<file path="src/rtl/pipeline_stall_ctrl_pkg.sv">
// Shared constants for the pipeline stall/flush sequencer: stage hold bit
// positions, canned hold vectors and the sequencer state encoding.
package pipeline_stall_ctrl_pkg;

    typedef logic [5:0] stall_vec_t;

    localparam int STALL_PC = 0;
    localparam int STALL_IF = 1;
    localparam int STALL_ID = 2;
    localparam int STALL_EX = 3;

    localparam stall_vec_t STALL_NONE = 6'b000000;
    // Holding PC..IF_ID while releasing ID_EX inserts exactly one bubble into ID_EX.
    localparam stall_vec_t STALL_LU   = stall_vec_t'((1 << STALL_PC) | (1 << STALL_IF) | (1 << STALL_ID));
    localparam stall_vec_t STALL_MC   = stall_vec_t'(STALL_LU | (1 << STALL_EX));

    localparam logic [1:0] ST_RUN     = 2'd0;
    localparam logic [1:0] ST_MC_WAIT = 2'd1;

endpackage

</file>
<file path="src/rtl/pipeline_stall_ctrl_load_use_detect.sv">
// Combinational load-use hazard compare between the load in EX and the
// source operands of the instruction in ID.
module load_use_detect (
    input  logic [4:0] rs_addr,
    input  logic       rs_read,
    input  logic [4:0] rt_addr,
    input  logic       rt_read,
    input  logic       is_load,
    input  logic [4:0] write_addr,
    input  logic       write_enable,
    output logic       lu
);

    logic rs_hit;
    logic rt_hit;

    assign rs_hit = rs_read && (rs_addr == write_addr);
    assign rt_hit = rt_read && (rt_addr == write_addr);

    // $0 is hard-wired to zero, so a load targeting it never creates a hazard.
    assign lu = is_load && write_enable && (write_addr != 5'd0) && (rs_hit || rt_hit);

endmodule

</file>
<file path="src/rtl/pipeline_stall_ctrl.sv">
// Stall/flush sequencer for the 5-stage pipeline: load-use bubbles, multi-cycle
// EX op handshake with timeout, MEM exception flushes and a stall-cycle counter.
module pipeline_stall_ctrl
    import pipeline_stall_ctrl_pkg::*;
#(
    parameter int MC_TIMEOUT = 64,
    parameter int CNT_W      = 32
) (
    input  logic             clk,
    input  logic             rst,
    input  logic [4:0]       id_rs_addr_i,
    input  logic             id_rs_read_i,
    input  logic [4:0]       id_rt_addr_i,
    input  logic             id_rt_read_i,
    input  logic             ex_is_load_i,
    input  logic [4:0]       ex_writeAddr_i,
    input  logic             ex_writeEnable_i,
    input  logic             ex_multicycle_i,
    input  logic             ex_mc_done_i,
    input  logic             exception_i,
    output logic [5:0]       stall_o,
    output logic             flush_o,
    output logic             ex_mc_start_o,
    output logic             mc_abort_o,
    output logic             mc_timeout_o,
    output logic [CNT_W-1:0] stall_cnt_o
);

    localparam int TMR_W = (MC_TIMEOUT > 2) ? $clog2(MC_TIMEOUT) : 1;

    logic [1:0]       state;
    logic [1:0]       state_nxt;
    logic [TMR_W-1:0] timer;
    logic             lu;
    logic             timeout_hit;

    function automatic logic [CNT_W-1:0] sat_inc(input logic [CNT_W-1:0] v);
        return (&v) ? v : v + CNT_W'(1);
    endfunction

    load_use_detect u_load_use_detect (
        .rs_addr      (id_rs_addr_i),
        .rs_read      (id_rs_read_i),
        .rt_addr      (id_rt_addr_i),
        .rt_read      (id_rt_read_i),
        .is_load      (ex_is_load_i),
        .write_addr   (ex_writeAddr_i),
        .write_enable (ex_writeEnable_i),
        .lu           (lu)
    );

    // Controls are combinational from state and inputs; everything is quiet during rst.
    always_comb begin
        stall_o       = STALL_NONE;
        flush_o       = 1'b0;
        ex_mc_start_o = 1'b0;
        mc_abort_o    = 1'b0;
        timeout_hit   = 1'b0;
        state_nxt     = state;
        if (!rst) begin
            case (state)
                ST_RUN: begin
                    if (exception_i) begin
                        flush_o = 1'b1;
                    end else if (ex_multicycle_i) begin
                        ex_mc_start_o = 1'b1;
                        stall_o       = STALL_MC;
                        state_nxt     = ST_MC_WAIT;
                    end else if (lu) begin
                        stall_o = STALL_LU;
                    end
                end
                ST_MC_WAIT: begin
                    if (exception_i) begin
                        flush_o    = 1'b1;
                        mc_abort_o = 1'b1;
                        state_nxt  = ST_RUN;
                    end else if (ex_mc_done_i) begin
                        state_nxt = ST_RUN;
                    end else if (timer == TMR_W'(MC_TIMEOUT - 1)) begin
                        timeout_hit = 1'b1;
                        state_nxt   = ST_RUN;
                    end else begin
                        stall_o = STALL_MC;
                    end
                end
                default: state_nxt = ST_RUN;
            endcase
        end
    end

    always_ff @(posedge clk) begin
        if (rst) begin
            state        <= ST_RUN;
            timer        <= '0;
            mc_timeout_o <= 1'b0;
            stall_cnt_o  <= '0;
        end else begin
            state <= state_nxt;
            // Timer idles at zero in RUN so it is already cleared when a wait begins.
            if (state == ST_MC_WAIT) begin
                timer <= timer + TMR_W'(1);
            end else begin
                timer <= '0;
            end
            if (timeout_hit) begin
                mc_timeout_o <= 1'b1;
            end
            if (stall_o != STALL_NONE) begin
                stall_cnt_o <= sat_inc(stall_cnt_o);
            end
        end
    end

endmodule

</file>
<file path="config.mk">
export PLATFORM = sky130hd
export DESIGN_NAME = pipeline_stall_ctrl
export DESIGN_NICKNAME = d
export VERILOG_FILES = /design/src/rtl/pipeline_stall_ctrl_pkg.sv /design/src/rtl/pipeline_stall_ctrl_load_use_detect.sv /design/src/rtl/pipeline_stall_ctrl.sv
export SDC_FILE = /design/constraint.sdc
export NUM_CORES = 1
export LEC_CHECK = 0
export CAP_MARGIN = 20
export CELL_PAD_IN_SITES_DETAIL_PLACEMENT = 1
export CELL_PAD_IN_SITES_GLOBAL_PLACEMENT = 2
export CORE_MARGIN = 8
export CORE_UTILIZATION = 27
export DETAILED_ROUTE_END_ITERATION = 10
export GPL_TIMING_DRIVEN = 0
export PLACE_DENSITY = 0.78
export SLEW_MARGIN = 20
export SYNTH_ARGS = -nofsm -noshare
export SYNTH_HDL_FRONTEND = slang
export SYNTH_HIERARCHICAL = 1
export SYNTH_SLANG_ARGS = --single-unit
</file>
<file path="constraint.sdc">
create_clock -name clk -period 3.3 [get_ports clk]
set_input_delay 0.495 -clock clk [delete_from_list [all_inputs] [get_ports clk]]
set_output_delay 0.495 -clock clk [all_outputs]
set_load 0.01 [all_outputs]
</file>
==> run_results.csv <==
group,metric,value,unit
run_status,outcome,"finished, final reports clean",
critical_path,crit_type,"input port to output port",
layout,nets,364,
yosys,syn_area,0.002235,mm2
pwr,leakagePower,1.077,nW
sta,report.final.slew_viol_count,0,
critical_path,cp_data_arrival_time,2.69,ns
critical_path,critPathLaunchType,"input port",
yosys,synth_enable_flop_cells,0,
hold_path,hold_class,"register to register",
cts,htree_levels,2,
placement,routabilityCongestion,0.7403,
global_routing,use_met2,22.29,%
global_routing,grt_antenna_before_repair,0,
sta,slew_headroom,45.42,%
critical_path,end_kind,"output port",
layout,antenna_cells,0,
yosys,synth_common_cells,"dfxtp_1, nor2_1, a21oi_1, nand3_1, or4_1",
sta,finalHoldViolCount,0,
layout,instances_no_fill,444,
placement,placed_cells,431,
critical_path,critPathRequiredTime,2.80,ns
drt,routedWlPerCell,17.09,um
yosys,synth_most_common_cell,"dfxtp_1",
pwr,cellPowerDensity,322.6,mW/mm2
global_routing,grt_max_degree,13,
drt,ant_nets,0,
cts,cts_buffer_depth,2,
floorplanning,die_width,107.0,um
floorplanning,die_area,0.01144,mm2
yosys,syn_inst,263,
global_routing,grt_usage,13.44,%
floorplanning,rows,33,
yosys,synth_area_leaders,"dfxtp_1, or4_1, a21oi_1",
cts,cts_tree,"built",
cts,ctsHoldBuffers,0,
sta,hold_ws,0.4561,ns
drt,vias,2383,
critical_path,r2r_slack,0.57,ns
yosys,yosys_warnings,6,
drt,via_per_inst,5.367,
sta,fin_crit,3.184,ns
floorplanning,die_h,107.0,um
layout,syn_to_final_growth,43.45,%
sta,tightest_slew,0.8112,ns
global_routing,grtUsageMet1,16.11,%
sta,finalCritPeriodShare,96.47,%
global_routing,top_usage_layer,"met2",
yosys,ys_seq_area_share,35.83,%
layout,drive_above_1_share,14.16,%
placement,hpwlAfterDp,5634,um
cts,clk_pin_slew,0.08,ns
run,drv_cap,0,
global_routing,grt_overflow,0,
yosys,ys_seq_elements,40,
drt,route.detailed.drc,0,
cts,cts.sinks,40,
yosys,avgSynthCellArea,8.497,um2
drt,totalWireLength,7586,um
drt,first_pass_iters,4,
cts,cts_root_buf,"clkbuf_8",
floorplanning,core_area,0.008134,mm2
yosys,yosysUniqueCellTypes,48,
yosys,synth_top_cell_by_area,"dfxtp_1",
critical_path,crit_fanout,4,
cts,clk_latency,0.29,ns
drt,drtIter0Drc,61,
placement,port-buffer-count,62,
floorplanning,pin_count,66,
sta,max_clock_freq,0.3141,GHz
yosys,synthArstFlopShare,0,%
global_routing,grt_pass1_wl,12550,um
yosys,yosys.area.top_type_share,35.83,%
floorplanning,initial_core_util,27.47,%
global_routing,grt_pass1_vias,2483,
sta,finalSetupViolCount,0,
layout,utilization,39.41,%
sta,skew,0.007689,ns
cts,cts_made_buffers,5,
yosys,synth-main-ff-cell,"dfxtp_1",
global_routing,met3_usage,5.219,%
pwr,peakVddDrop,151.4,uV
==> through the flow <==
step	instance area, um2	power [W]	TNS (ns)	worst slack, ns
CTS	3201	0.001053	0	0.008921
global route	3206	0.001077	-0.004666	-0.004362
detailed placement	2990	0.0005918	-7.797	-0.9369
finish	3206	0.001034	0	0.1164
floorplan	2238	0.0005367	0	0.6009
global placement	2990	0.0005903	-5.414	-0.8593
==> cell usage in the layout, fill, tap and decap left out, types with 9 or more instances in the layout <==
cell type and instances:
a21oi_1 19, buf_4 10, clkdlybuf4s50_1 58, dfxtp_1 40
inv_1 9, nand2_1 11, nand3_1 15, nor2_1 21
nor4_1 9, o31ai_1 9, or4_1 14, xor2_1 9
==> per-layer routing <==
layer / vias to the layer above / share of wire, %
met3: 4 / 7.6
met4: 0 / 0.63
met2: 63 / 47
li1: 1157 / -
met5: - / 0
met1: 1159 / 45
==> path summary, 6_finish.rpt <==
path,to,depth (start not counted),start
setup reg to reg,stall_cnt_o[30],6,stall_cnt_o[0]
hold / removal,timer[0],1,timer[0]
setup / recovery,stall_o[2],11,ex_writeAddr_i[4]
hold reg to reg,timer[0],1,timer[0]
==> power by group <==
part,internal [W],switching [W],total [W]
clock network,0.000267,0.000181,0.000448
logic,0.0000514,0.0000482,0.0000996
registers,0.000484,0.00000260,0.000487
total,0.000803,0.000232,0.00103
==> timing repair <==
item / CTS / global route
gates resized for setup: 13 / 2
endpoints found under the setup margin: 5 / 2
hold endpoints to repair: 0 / 0
setup buffers: 5 / 0
pin swaps: 5 / 1
==> worst max-delay path, stage by stage <==
cell and delay, ns:
clkdlybuf4s50_1 0.46, or4_1 0.53, o211ai_2 0.17, a21oi_2 0.05, nor2_2 0.12, nor2_4 0.06, o21ai_4 0.18, clkbuf_8 0.17
inv_2 0.05, buf_4 0.12, dlygate4sd2_1 0.27
==> cells by family after synthesis <==
group,Yosys count,synth area share (%)
muxes,6,3.023
xor gates and xnor gates,13,5.095
DFF,40,35.83
buffers and inverters,25,5.879
adders and majority gates,2,1.120
other,1,0.1678
and+or+nand+nor,113,29.12
AOI/OAI and AO/OA,63,19.77
==> sequential cells by signal, summed over array words and instances (netlist names) <==
register      flops
state             1
timer             6
mc_timeout_o      1
stall_cnt_o      32
==> cell type report <==
cell class | instances | area [um2]
clock buffers | 7 | 96.34
clock inverters | 1 | 30.03
multi-input cells | 199 | 1334
fillers | 972 | 4928
repair buffers | 67 | 669.4
flip-flops and latches | 40 | 800.8
inverters | 10 | 37.54
well taps | 105 | 131.4
plain buffers | 15 | 106.4
Power figures use the tool's default switching activity.
